--- config.mk ---
export PLATFORM = sky130hd
export DESIGN_NAME = color_channel_filter_flat
export DESIGN_NICKNAME = d
export VERILOG_FILES = /design/src/rtl/color_filter_pkg.sv /design/src/rtl/color_channel_filter_if.sv /design/src/rtl/channel_op.sv /design/src/rtl/color_channel_filter.sv /design/src/flat_wrapper.sv
export SDC_FILE = /design/constraint.sdc
export NUM_CORES = 1
export LEC_CHECK = 0
export CORE_ASPECT_RATIO = 1.5
export CORE_MARGIN = 1.5
export CORE_UTILIZATION = 35
export CTS_BUF_LIST = sky130_fd_sc_hd__clkbuf_8
export DETAILED_ROUTE_END_ITERATION = 7
export HOLD_SLACK_MARGIN = 0.1
export PLACE_DENSITY = 0.55
export SETUP_SLACK_MARGIN = 0.2
export SYNTH_ARGS = -nofsm -noshare
export SYNTH_HDL_FRONTEND = slang
export SYNTH_HIERARCHICAL = 1
export SYNTH_SLANG_ARGS = --single-unit
--- constraint.sdc ---
create_clock -name clk -period 8.7 [get_ports clk]
set_input_delay 1.305 -clock clk [delete_from_list [all_inputs] [get_ports clk]]
set_output_delay 1.305 -clock clk [all_outputs]
set_load 0.05 [all_outputs]
--- src/rtl/color_filter_pkg.sv ---
// Shared definitions for the colour channel filter: mode codes, gain format,
// and the pixel order inside the 3x3 window bus.
package color_filter_pkg;

  typedef enum logic [2:0] {
    ModePass   = 3'd0,
    ModeGain   = 3'd1,
    ModeGray   = 3'd2,
    ModeInvert = 3'd3,
    ModeSmooth = 3'd4
  } mode_e;

  // Gains are unsigned fixed point; 1.0 == (1 << GainFrac).
  localparam int unsigned GainFrac = 4;

  // Window pixel indices, counted from the MSB end of the window bus.
  localparam int unsigned WinPixels    = 9;
  localparam int unsigned WinCentre    = 0;
  localparam int unsigned WinLeft      = 1;
  localparam int unsigned WinRight     = 2;
  localparam int unsigned WinUp        = 3;
  localparam int unsigned WinDown      = 4;
  localparam int unsigned WinUpLeft    = 5;
  localparam int unsigned WinUpRight   = 6;
  localparam int unsigned WinDownLeft  = 7;
  localparam int unsigned WinDownRight = 8;

  // Unused codes fold onto PASS so downstream logic only sees legal modes.
  function automatic mode_e to_mode(input logic [2:0] code);
    mode_e m;
    m = ModePass;
    case (code)
      3'd1:    m = ModeGain;
      3'd2:    m = ModeGray;
      3'd3:    m = ModeInvert;
      3'd4:    m = ModeSmooth;
      default: m = ModePass;
    endcase
    return m;
  endfunction

endpackage

--- src/rtl/color_channel_filter_if.sv ---
// Pixel stream bundle for the colour channel filter: window input handshake
// and filtered-pixel output handshake.
interface color_channel_filter_if #(
  parameter int unsigned CW = 4
);
  logic [27*CW-1:0] in_window;
  logic             in_sof;
  logic             in_valid;
  logic             in_ready;
  logic [3*CW-1:0]  out_pixel;
  logic             out_sof;
  logic             out_valid;
  logic             out_ready;

  modport master (
    output in_window, in_sof, in_valid, out_ready,
    input  in_ready, out_pixel, out_sof, out_valid
  );

  modport slave (
    input  in_window, in_sof, in_valid, out_ready,
    output in_ready, out_pixel, out_sof, out_valid
  );
endinterface

--- src/rtl/channel_op.sv ---
// Single-channel arithmetic for GAIN, INVERT and SMOOTH; other modes pass the
// centre value. Result is left unsaturated at CW+GW bits.
module channel_op
  import color_filter_pkg::*;
#(
  parameter int unsigned CW = 4,
  parameter int unsigned GW = 8
) (
  input  mode_e            mode,
  input  logic [CW-1:0]    centre,
  input  logic [CW-1:0]    left,
  input  logic [CW-1:0]    right,
  input  logic [CW-1:0]    up,
  input  logic [CW-1:0]    down,
  input  logic [GW-1:0]    gain,
  output logic [CW+GW-1:0] result
);
  localparam int unsigned RW = CW + GW;
  localparam int unsigned SW = CW + 3;

  logic [RW-1:0] product;
  logic [SW-1:0] smooth_sum;
  logic [CW-1:0] inverted;

  always_comb begin
    product    = RW'(centre) * RW'(gain);
    // 4*centre plus four neighbours never exceeds 8*(2^CW-1), so CW+3 bits hold it.
    smooth_sum = (SW'(centre) << 2) + SW'(left) + SW'(right) + SW'(up) + SW'(down);
    inverted   = ~centre;
    result     = RW'(centre);
    case (mode)
      ModeGain:   result = product >> GainFrac;
      ModeInvert: result = RW'(inverted);
      ModeSmooth: result = RW'(smooth_sum >> 3);
      default:    result = RW'(centre);
    endcase
  end
endmodule

--- src/rtl/color_channel_filter.sv ---
// Three-stage colour filter: S1 captures window and active config, S2 computes
// the mode result, S3 saturates, masks and drives the output handshake.
module color_channel_filter
  import color_filter_pkg::*;
#(
  parameter int unsigned CW = 4,
  parameter int unsigned GW = 8
) (
  input  logic                  clk,
  input  logic                  reset,
  color_channel_filter_if.slave bus,
  input  logic [2:0]            cfg_mode,
  input  logic [2:0]            cfg_mask,
  input  logic [GW-1:0]         cfg_gain_r,
  input  logic [GW-1:0]         cfg_gain_g,
  input  logic [GW-1:0]         cfg_gain_b,
  input  logic                  cfg_load
);
  localparam int unsigned PW = 3 * CW;
  localparam int unsigned RW = CW + GW;
  localparam logic [GW-1:0] GainOne = GW'(1 << GainFrac);
  localparam logic [RW-1:0] ChMax   = RW'({CW{1'b1}});

  function automatic logic [PW-1:0] win_px(input logic [9*PW-1:0] w, input int unsigned idx);
    return w[(WinPixels - 1 - idx) * PW +: PW];
  endfunction

  logic advance, accept, sof_accept;
  assign bus.in_ready = ~bus.out_valid | bus.out_ready;
  assign advance      = bus.in_ready;
  assign accept       = advance & bus.in_valid;
  assign sof_accept   = accept & bus.in_sof;

  logic unused_corners;
  assign unused_corners = ^{win_px(bus.in_window, WinUpLeft), win_px(bus.in_window, WinUpRight),
                            win_px(bus.in_window, WinDownLeft),
                            win_px(bus.in_window, WinDownRight)};

  // Shadow config, and the active config that only follows it at frame start.
  mode_e                sh_mode, act_mode, nxt_mode, use_mode;
  logic [2:0]           sh_mask, act_mask, nxt_mask, use_mask;
  logic [2:0][GW-1:0]   sh_gain, act_gain, nxt_gain, use_gain;

  always_comb begin
    nxt_mode = sh_mode;
    nxt_mask = sh_mask;
    nxt_gain = sh_gain;
    if (cfg_load) begin
      nxt_mode = to_mode(cfg_mode);
      nxt_mask = cfg_mask;
      nxt_gain = {cfg_gain_r, cfg_gain_g, cfg_gain_b};
    end
    use_mode = sof_accept ? nxt_mode : act_mode;
    use_mask = sof_accept ? nxt_mask : act_mask;
    use_gain = sof_accept ? nxt_gain : act_gain;
  end

  always_ff @(posedge clk or posedge reset) begin
    if (reset) begin
      sh_mode  <= ModePass;
      sh_mask  <= 3'b111;
      sh_gain  <= {3{GainOne}};
      act_mode <= ModePass;
      act_mask <= 3'b111;
      act_gain <= {3{GainOne}};
    end else begin
      sh_mode <= nxt_mode;
      sh_mask <= nxt_mask;
      sh_gain <= nxt_gain;
      if (sof_accept) begin
        act_mode <= nxt_mode;
        act_mask <= nxt_mask;
        act_gain <= nxt_gain;
      end
    end
  end

  // Stage 1
  logic               s1_valid, s1_sof;
  logic [PW-1:0]      s1_c, s1_l, s1_r, s1_u, s1_d;
  mode_e              s1_mode;
  logic [2:0]         s1_mask;
  logic [2:0][GW-1:0] s1_gain;

  always_ff @(posedge clk or posedge reset) begin
    if (reset) begin
      s1_valid <= 1'b0;
      s1_sof   <= 1'b0;
      s1_c     <= '0;
      s1_l     <= '0;
      s1_r     <= '0;
      s1_u     <= '0;
      s1_d     <= '0;
      s1_mode  <= ModePass;
      s1_mask  <= '0;
      s1_gain  <= '0;
    end else if (advance) begin
      s1_valid <= bus.in_valid;
      s1_sof   <= bus.in_sof;
      s1_c     <= win_px(bus.in_window, WinCentre);
      s1_l     <= win_px(bus.in_window, WinLeft);
      s1_r     <= win_px(bus.in_window, WinRight);
      s1_u     <= win_px(bus.in_window, WinUp);
      s1_d     <= win_px(bus.in_window, WinDown);
      s1_mode  <= use_mode;
      s1_mask  <= use_mask;
      s1_gain  <= use_gain;
    end
  end

  // Stage 2: channel index 2 is R, 0 is B.
  logic [2:0][RW-1:0] op_res, s2_res_d, s2_res;
  logic [CW+3:0]      gray_sum;
  logic [CW-1:0]      gray;

  for (genvar c = 0; c < 3; c++) begin : g_ch
    channel_op #(
      .CW(CW),
      .GW(GW)
    ) u_op (
      .mode  (s1_mode),
      .centre(s1_c[c*CW +: CW]),
      .left  (s1_l[c*CW +: CW]),
      .right (s1_r[c*CW +: CW]),
      .up    (s1_u[c*CW +: CW]),
      .down  (s1_d[c*CW +: CW]),
      .gain  (s1_gain[c]),
      .result(op_res[c])
    );
  end

  always_comb begin
    gray_sum = (CW+4)'(5) * (CW+4)'(s1_c[2*CW +: CW])
             + (CW+4)'(9) * (CW+4)'(s1_c[CW +: CW])
             + (CW+4)'(2) * (CW+4)'(s1_c[0 +: CW]);
    gray     = CW'(gray_sum >> 4);
    s2_res_d = op_res;
    if (s1_mode == ModeGray) s2_res_d = {3{RW'(gray)}};
  end

  logic       s2_valid, s2_sof;
  logic [2:0] s2_mask;

  always_ff @(posedge clk or posedge reset) begin
    if (reset) begin
      s2_valid <= 1'b0;
      s2_sof   <= 1'b0;
      s2_mask  <= '0;
      s2_res   <= '0;
    end else if (advance) begin
      s2_valid <= s1_valid;
      s2_sof   <= s1_sof;
      s2_mask  <= s1_mask;
      s2_res   <= s2_res_d;
    end
  end

  // Stage 3
  logic [PW-1:0] out_d;

  always_comb begin
    out_d = '0;
    for (int c = 0; c < 3; c++) begin
      if (s2_mask[c]) out_d[c*CW +: CW] = (s2_res[c] > ChMax) ? {CW{1'b1}} : CW'(s2_res[c]);
    end
  end

  always_ff @(posedge clk or posedge reset) begin
    if (reset) begin
      bus.out_valid <= 1'b0;
      bus.out_sof   <= 1'b0;
      bus.out_pixel <= '0;
    end else if (advance) begin
      bus.out_valid <= s2_valid;
      bus.out_sof   <= s2_sof;
      bus.out_pixel <= out_d;
    end
  end

endmodule

--- src/flat_wrapper.sv ---
// flat-port wrapper written by rule: the top's interface ports become plain ports
module color_channel_filter_flat import color_filter_pkg::*;
#(
  parameter int unsigned CW = 4,
  parameter int unsigned GW = 8
)
  (clk, reset, cfg_mode, cfg_mask, cfg_gain_r, cfg_gain_g, cfg_gain_b, cfg_load, bus_in_window, bus_in_sof, bus_in_valid, bus_out_ready, bus_in_ready, bus_out_pixel, bus_out_sof, bus_out_valid);
  color_channel_filter_if #(.CW(CW)) bus_i ();
  input  logic clk;
  input  logic reset;
  input  logic [2:0] cfg_mode;
  input  logic [2:0] cfg_mask;
  input  logic [GW-1:0] cfg_gain_r;
  input  logic [GW-1:0] cfg_gain_g;
  input  logic [GW-1:0] cfg_gain_b;
  input  logic cfg_load;
  input wire logic [$bits(bus_i.in_window)-1:0] bus_in_window;
  input wire logic [$bits(bus_i.in_sof)-1:0] bus_in_sof;
  input wire logic [$bits(bus_i.in_valid)-1:0] bus_in_valid;
  input wire logic [$bits(bus_i.out_ready)-1:0] bus_out_ready;
  output wire logic [$bits(bus_i.in_ready)-1:0] bus_in_ready;
  output wire logic [$bits(bus_i.out_pixel)-1:0] bus_out_pixel;
  output wire logic [$bits(bus_i.out_sof)-1:0] bus_out_sof;
  output wire logic [$bits(bus_i.out_valid)-1:0] bus_out_valid;
  assign bus_i.in_window = bus_in_window;
  assign bus_i.in_sof = bus_in_sof;
  assign bus_i.in_valid = bus_in_valid;
  assign bus_i.out_ready = bus_out_ready;
  assign bus_in_ready = bus_i.in_ready;
  assign bus_out_pixel = bus_i.out_pixel;
  assign bus_out_sof = bus_i.out_sof;
  assign bus_out_valid = bus_i.out_valid;
  color_channel_filter #(.CW(CW), .GW(GW)) u_core (.clk(clk), .reset(reset), .bus(bus_i), .cfg_mode(cfg_mode), .cfg_mask(cfg_mask), .cfg_gain_r(cfg_gain_r), .cfg_gain_g(cfg_gain_g), .cfg_gain_b(cfg_gain_b), .cfg_load(cfg_load));
endmodule
# Word-level counts from Yosys, hierarchy flattened
# Index checks and enable logic that the tools add are counted.
# totals
regBits	207
inputBits	144
out_inout_bits	15
word_cells	85
# classes
n_addsub	14
n_mul	5
order_cmp	3
n_eq_ne	8
n_mux	17
bitwise	7
# op_table
cell	count
one-hot mux 8 bit (3 select lines)	3
adder 7 x 4 -> 7 bit	9
two-way mux 24 bit	2
> comparator 12 x 4 -> 1 bit, second input constant	3
multiplier 4 x 8 -> 12 bit	3
two-way mux 32 bit	1
two-way mux 4 bit	6
adder 6 x 4 -> 7 bit	3
== test 3 x 2 -> 1 bit, second input constant	4
two-way mux 3 bit	4
NOT 4 bit	3
one-hot mux 3 bit (4 select lines)	1
adder 7 x 8 -> 8 bit	1
adder 8 x 5 -> 8 bit	1
multiplier 4 x 4 -> 8 bit, first input constant	1
multiplier 3 x 4 -> 7 bit, first input constant	1
== test 3 x 1 -> 1 bit, second input constant	2
== test 3 bit, second input constant	2
AND 1 bit	2
NOT 1 bit	1
OR 1 bit	1

# Depth between registers and ports, before layout
# Gate-level depths: netlist of the first run.
# depth
ltp_word	6
ltp_mapped	16
depth_no_buf	15

# By module
# Netlist of the first run, hierarchy kept.
# modules_own_cells
mod	n_inst	cells_each	area_each_um2	seq_area_each_um2
color_channel_filter	1	765	8448.1	5195.0
channel_op at u_core.g_ch[1].u_op	1	210	1594.0	0.0
channel_op at u_core.g_ch[0].u_op	1	198	1570.3	0.0
channel_op at u_core.g_ch[2].u_op	1	193	1495.2	0.0

# Worst setup path before layout of the first run
# No wires, ideal clock.
# synth_path
path_type	register to register
start	register u_core.s1_c[9]
end	register u_core/s2_res[27] in the netlist's numbering
setup_ps	126
arrival_ps	3847
path_slack_ps	4727
path_stages_with_launch	16
path_buffers	1
cell_sequence	dfrtp_1 -> clkbuf_1 -> inv_1 -> fa_1 -> inv_1 -> fa_1 -> inv_1 -> fa_1 -> inv_1 -> fa_1 -> a21o_1 -> a21oi_1 -> xor2_1 -> o311a_1 -> o22ai_1 -> a221o_1
# synth_lines
element	line	source
start: declaration	color_channel_filter.sv:80	logic [PW-1:0] s1_c, s1_l, s1_r, s1_u, s1_d;
start signal: assignment	color_channel_filter.sv:100	s1_c <= win_px(bus.in_window, WinCentre);
end signal: assignment	color_channel_filter.sv:154	s2_res <= s2_res_d;
end: declaration	color_channel_filter.sv:112	logic [2:0][RW-1:0] op_res, s2_res_d, s2_res;

# Final worst setup path of the first run
# layout_path
start	input port bus_out_ready
end	output port bus_in_ready
# layout_between
elab_chain_len	1
# layout_rtl
element	line	source
start: declaration	flat_wrapper.sv:20	input wire logic [$bits(bus_i.out_ready)-1:0] bus_out_ready;
OR 1 bit	color_channel_filter.sv:29	assign bus.in_ready = ~bus.out_valid | bus.out_ready;
end: declaration	flat_wrapper.sv:21	output wire logic [$bits(bus_i.in_ready)-1:0] bus_in_ready;
# Every way passes these cells.

==> impl_metrics.tcl, run 1 <==
set metrics [dict create \
    run_status "finished, final reports clean" \
    syn_area_mm2 0.0131 \
    finalSetupViolCount 0 \
    crit_top_cell "clkdlybuf4s50_1" \
    die_area_mm2 0.0386 \
    wl_per_cell_um 14.7 \
    tightest_slew_ps 965 \
    synth_ff_type "dfrtp_1" \
    drtIter0Drc 412 \
    synth_seq_cells 207 \
    fin_ws_ps 3480 \
    core_area_mm2 0.0368 \
    path_clk_slew_ps 60 \
    ys_warn_count 6 \
    synthCells 1366 \
    ir_drop_mv 0.149 \
    path_class "in2out" \
    core.rowCount 86 \
    clock_path_buffers 3 \
    synthArstFlopShare_pct 100 \
    grt_use_total_pct 15.8 \
    vias_per_cell 4.77 \
    ctsHoldBuffers 0 \
    io_buffers 110 \
    design.portCount 159 \
    slew_headroom_pct 35.7 \
    hpwlAfterDp_um 20600 \
    rsz0062_at_grt "no" \
    vias 9384 \
    clk_root_buffer_cell "clkbuf_8" \
    yosysTopAreaCell "dfrtp_1" \
    final_cells 1967 \
    synth_edf_count 0 \
    cap_viol_max_count 0 \
    synth_most_common_cell "nand2_1" \
    path_max_fanout 160 \
    cts_tree "done" \
    numCtsBuffers 35 \
    start_kind "input pin" \
    insertion_delay_ps 540 \
    fp.dieH_um 240 \
    ant_nets 0 \
    area_growth_pct 16.4 \
    gp_congestion 0.820 \
    cp.arrival_ps 3920 \
    power_density_mw_per_mm2 362 \
    hold_viol 0 \
    cts_resized 0 \
    fin_area_mm2 0.0153 \
    post-route-util_pct 41.4 \
    worstPathRequired_ps 7390 \
    fin_tns_setup_ps 0 \
    drt_wl_total_um 29000 \
    antenna_found_initial 1 \
    synth.avg_cell_area_um2 9.60 \
    crit_family "buffers and inverters" \
    cp_cell_sequence "clkdlybuf4s50_1 -> nor2b_4 -> buf_12 -> clkinv_2 -> clkdlybuf4s50_1" \
    clock_skew_ps 32.1 \
    max_stage_delay_ps 850 \
    dpl_cell_area_mm2 0.0146 \
    start_util_pct 35.6 \
    grt-ovfl-total 0 \
    post_cts_buffers 0 \
    place_ws_ps 3450 \
    slew_violations 0 \
    die_w_um 161 \
    leakage_nw 7.61 \
    yosysSeqAreaShare_pct 39.6 \
    fin_crit_ps 5220 \
    fmax_mhz 192 \
    synth.distinct_cells 77 \
    drtPass1Iterations 4 \
    netlist_top_cells_area "dfrtp_1 37%, nand2_1 11%, fa_1 11%" \
    fin_crit_sh_pct 60.0 \
    hold_ws_ps 459 \
    power_mw 5.52 \
    synth_top_area_share_pct 37.2 \
    grt_pass1_wl_um 49300 \
    cp_slowest_cell "clkdlybuf4s50_1" \
    ys_top_cells_by_count "375 x nand2_1, 195 x dfrtp_1, 166 x inv_1, 76 x ha_1, 70 x fa_1" \
    dp.cells 1908 \
    crit_path_end_kind "output port" \
    remaining_drc_errors 0 \
    htreeDepth 2 \
    cts.sinks 207 \
    min_path_type "reg2reg" \
    grt_max_degree 161 \
    fin_nets 1751 \
    grt_pass1_vias 9808 \
    drive_gt1_share_pct 9.38 \
    path_buf_inv 4 \
]
## flip-flops by register name, indices dropped and copies added (netlist names), 3 cells and up
| register | cells |
|---|---|
| u_core/sh_gain | 24 |
| u_core/act_mask | 3 |
| u_core/s1_mode | 3 |
| u_core/s1_c | 12 |
| u_core/s1_d | 12 |
| u_core/s2_mask | 3 |
| u_core/s1_gain | 24 |
| u_core/bus.out_pixel | 12 |
| u_core/s1_l | 12 |
| u_core/sh_mode | 3 |
| u_core/act_gain | 24 |
| u_core/act_mode | 3 |
| u_core/s1_r | 12 |
| u_core/s1_u | 12 |
| u_core/s1_mask | 3 |
| u_core/sh_mask | 3 |
| u_core/s2_res | 36 |
## worst reg2reg max path: stages (launching register included)
cell and delay, ps:
dfrtp_1 660, inv_1 250, fa_1 590, inv_1 60, fa_1 480, fa_1 510
nor4bb_1 510, fa_1 330, a21o_1 130, a21oi_1 80, mux2i_1 170, or3_1 170
o31ai_1 80, a221o_1 320
## cell families (layout without fill, tap and decap cells)
| kind of cell | count (synthesis) | count (layout) | synth area share (%) |
|---|---|---|---|
| buffers and inverters | 235 | 342 | 7.52 |
| and+or+nand+nor | 508 | 508 | 17.0 |
| DFF | 207 | 207 | 39.6 |
| AOI/OAI and AO/OA | 174 | 174 | 9.47 |
| adders and majority gates | 146 | 146 | 17.9 |
| xor gates and xnor gates | 21 | 21 | 1.40 |
| other | 3 | 13 | 0.0859 |
| muxes | 72 | 72 | 6.93 |
## path summary, 6_finish.rpt
path                                              from                             to  slack (ps)  cells past startpoint
min in group asynchronous                        reset    u_core/sh_gain[7]$_DFF_PP0_        1370                      2
setup / recovery                         bus_out_ready                   bus_in_ready        3480                      5
hold reg to reg            u_core/s2_valid$_DFFE_PP0N_    u_core/s2_valid$_DFFE_PP0N_         460                      2
setup reg to reg            u_core/s1_c[4]$_DFFE_PP0N_  u_core/s2_res[15]$_DFFE_PP0N_        4260                     13
max in group asynchronous                        reset     u_core/s1_c[9]$_DFFE_PP0N_        5770                      3
hold / removal             u_core/s2_valid$_DFFE_PP0N_    u_core/s2_valid$_DFFE_PP0N_         460                      2
## cells in the final DEF, fill, tap and decap left out, types with 10 or more instances in the layout
| master | Yosys | routed |
|---|---|---|
| a21o_1 | 10 | 10 |
| mux2i_1 | 12 | 12 |
| and2_1 | 42 | 42 |
| fa_1 | 70 | 70 |
| clkdlybuf4s50_1 | 0 | 110 |
| clkbuf_8 | 0 | 40 |
| ha_1 | 76 | 76 |
| xor2_1 | 13 | 13 |
| a31oi_1 | 10 | 10 |
| nor2_1 | 25 | 25 |
| a21oi_1 | 28 | 28 |
| nand2_1 | 375 | 375 |
| mux2_2 | 23 | 23 |
| o21ai_0 | 41 | 41 |
| mux2_4 | 30 | 30 |
| inv_1 | 166 | 177 |
| conb_1 | 3 | 12 |
| dfrtp_1 | 195 | 195 |
| a221o_1 | 10 | 10 |
| dfstp_2 | 12 | 12 |
| a22o_1 | 25 | 25 |
## where the power goes
| group | leakage, nW | internal [mW] | switching (mW) |
|---|---|---|---|
| clock | 0.392 | 0.477 | 0.393 |
| combinational | 4.72 | 1.35 | 1.77 |
| sequential | 2.50 | 1.26 | 0.265 |
| total | 7.61 | 3.08 | 2.43 |
## layer usage
layer  global-route usage (%)  wire, um  vias up
met5                        0         0        -
met4                     5.70       811        0
met3                     1.85       871       51
met2                     28.0     14500      150
met1                     19.8     12800     4597
li1                         -         -     4586
## final cells by class
cell class / count / area [um^2]
multi-input cells: 933 / 6970
flip-flops and latches: 207 / 5190
clock buffers: 40 / 551
diodes: 1 / 2.50
inverters: 167 / 636
fillers: 3675 / 21500
repair buffers: 117 / 1170
clock inverters: 18 / 128
well taps: 484 / 606
No activity file was read; power rests on OpenSTA's default activity.
==> run 2, diff against run 1 <==
PLACE_DENSITY = 0.57   (was 0.55)
clock period = 4.51 ns   (was 8.7 ns; I/O delays follow)
==> impl_metrics.tcl, run 2 (synthesis results as in run 1) <==
set metrics [dict create \
    fin_tns_setup_ps 0 \
    regMostFlops "u_core/s2_res" \
    p_comb_share_pct 56.8 \
    cp_cell_sequence "inv_1 -> fa_1 -> inv_1 -> fa_1 -> fa_1 -> nor4bb_1 -> buf_4 -> fa_1 -> a21o_1 -> a21oi_1 -> mux2i_1 -> or3_1 -> o31ai_1 -> a221o_1" \
    power_mw 10.9 \
    fp.dieH_um 240 \
    cts_resized 0 \
    clk_root_buffer_cell "clkbuf_8" \
    crit_path_end_kind "flip-flop" \
    seqPwrFrac_pct 26.2 \
    vias 9404 \
    area_growth_pct 18.2 \
    wl_per_cell_um 14.8 \
    drive_gt1_share_pct 11.0 \
    ctsHoldBuffers 0 \
    rsz0062_at_grt "no" \
    cts_tree "done" \
    clock_skew_ps 12.9 \
    drtIter0Drc 382 \
    fmax_mhz 247 \
    grt_pass1_vias 10100 \
    finalSetupViolCount 0 \
    fin_crit_ps 4050 \
    fin_area_mm2 0.0155 \
    cts.sinks 207 \
    cp.arrival_ps 4460 \
    grt_use_total_pct 16.2 \
    gp_congestion 0.785 \
    path_max_fanout 3 \
    final_common_cell "nand2_1" \
    grt_max_degree 97 \
    p_switching_mw 4.78 \
    vias_per_cell 4.73 \
    htreeDepth 2 \
    antenna_found_initial 2 \
    post-route-util_pct 42.1 \
    fin_nets 1769 \
    core_area_mm2 0.0368 \
    power_density_mw_per_mm2 706 \
    max_stage_delay_ps 560 \
    leakage_nw 7.75 \
    drtPass1Iterations 4 \
    worstPathRequired_ps 4930 \
    cp_slowest_cell "fa_1" \
    grt-ovfl-total 0 \
    start_kind "flip-flop" \
    io_buffers 110 \
    path_class "reg2reg" \
    slew_headroom_pct 14.1 \
    clock_path_buffers 3 \
    post_cts_buffers 0 \
    min_path_type "reg2reg" \
    hpwlAfterDp_um 21800 \
    insertion_delay_ps 540 \
    core.rowCount 86 \
    hold_viol 0 \
    numCtsBuffers 36 \
    tightest_slew_ps 1290 \
    die_w_um 161 \
    slew_violations 0 \
    ir_drop_mv 0.266 \
    dpl_cell_area_mm2 0.0147 \
    path_clk_slew_ps 60 \
    final_cell_mix "375 x nand2_1, 195 x dfrtp_1, 173 x inv_1" \
    intPower_mw 6.16 \
    die_area_mm2 0.0386 \
    share_clk_of_total_power_pct 17.0 \
    fin_crit_sh_pct 89.7 \
    design.portCount 159 \
    remaining_drc_errors 0 \
    switching_share_pct 43.7 \
    cap_viol_max_count 0 \
    grt_pass1_wl_um 50600 \
    largest_register_ffs 36 \
    drt_wl_total_um 29500 \
    run_status "finished, final reports clean" \
    crit_top_cell "fa_1" \
    ant_nets 0 \
    start_util_pct 35.6 \
]
-- run 2: cell count changes in the layout (fill, tap and decap cells not counted) --
cell / delta
clkinv_2: +5
buf_4: +16
buf_12: +1
inv_8: -1
clkbuf_8: +5
bufinv_16: +1
inv_1: -4
-- run 2: worst paths after layout --
check	cells past startpoint	to	from	slack, ps
min reg2reg	2	u_core/s1_d[4]$_DFFE_PP0N_	u_core/s1_d[4]$_DFFE_PP0N_	460
max in group asynchronous	3	u_core/s1_gain[16]$_DFFE_PP0N_	reset	2830
max reg2reg	14	u_core/s2_res[15]$_DFFE_PP0N_	u_core/s1_c[4]$_DFFE_PP0N_	460
min	2	u_core/s1_d[4]$_DFFE_PP0N_	u_core/s1_d[4]$_DFFE_PP0N_	460
min in group asynchronous	2	u_core/sh_gain[15]$_DFF_PP0_	reset	660
max	14	u_core/s2_res[15]$_DFFE_PP0N_	u_core/s1_c[4]$_DFFE_PP0N_	460
-- run 2: power groups by stage --
stage               clock, mW  sequential (mW)  combinational (mW)
global placement            0             2.88                6.05
finish                   1.86             2.87                6.21
detailed placement          0             2.90                6.25
global route             2.00             2.95                7.14
floorplan                   0             2.94                4.61
CTS                      1.93             2.88                6.30
-- run 2: cell type report --
cell class | instances | area (um^2)
Inverter | 167 | 632
Multi-Input combinational cell | 933 | 6970
Fill cell | 3665 | 21300
Antenna cell | 1 | 2.50
Sequential cell | 207 | 5190
Tap cell | 484 | 606
Timing Repair Buffer | 134 | 1310
Clock buffer | 45 | 619
Clock inverter | 19 | 160
-- run 2: metrics by stage --
stage / hold slack, ps / setup slack (ps) / cells
2_1_floorplan: 430 / 537 / 1375
3_3_place_gp: 443 / 539 / 1925
3_5_place_dp: 448 / 504 / 1925
4_1_cts: 462 / 451 / 1989
5_1_grt: 481 / 277 / 1990
6_report: 458 / 463 / 1990
-- run 2: worst max-delay path, delay by kind of cell (launching register included) --
| kind | cells | cell delay, ps |
|---|---|---|
| simple gates | 2 | 330 |
| flops | 1 | 350 |
| mux | 1 | 220 |
| compound gates | 4 | 790 |
| fa+ha+maj | 4 | 1920 |
| buf+inv | 3 | 320 |
-- run 2: per-layer routing --
metal,vias up,track usage (%),part of all wire (%)
li1,4619,-,-
met1,4579,19.7,43
met2,156,29.0,50
met3,50,2.14,3.3
met4,0,6.40,3.3
met5,-,0,0
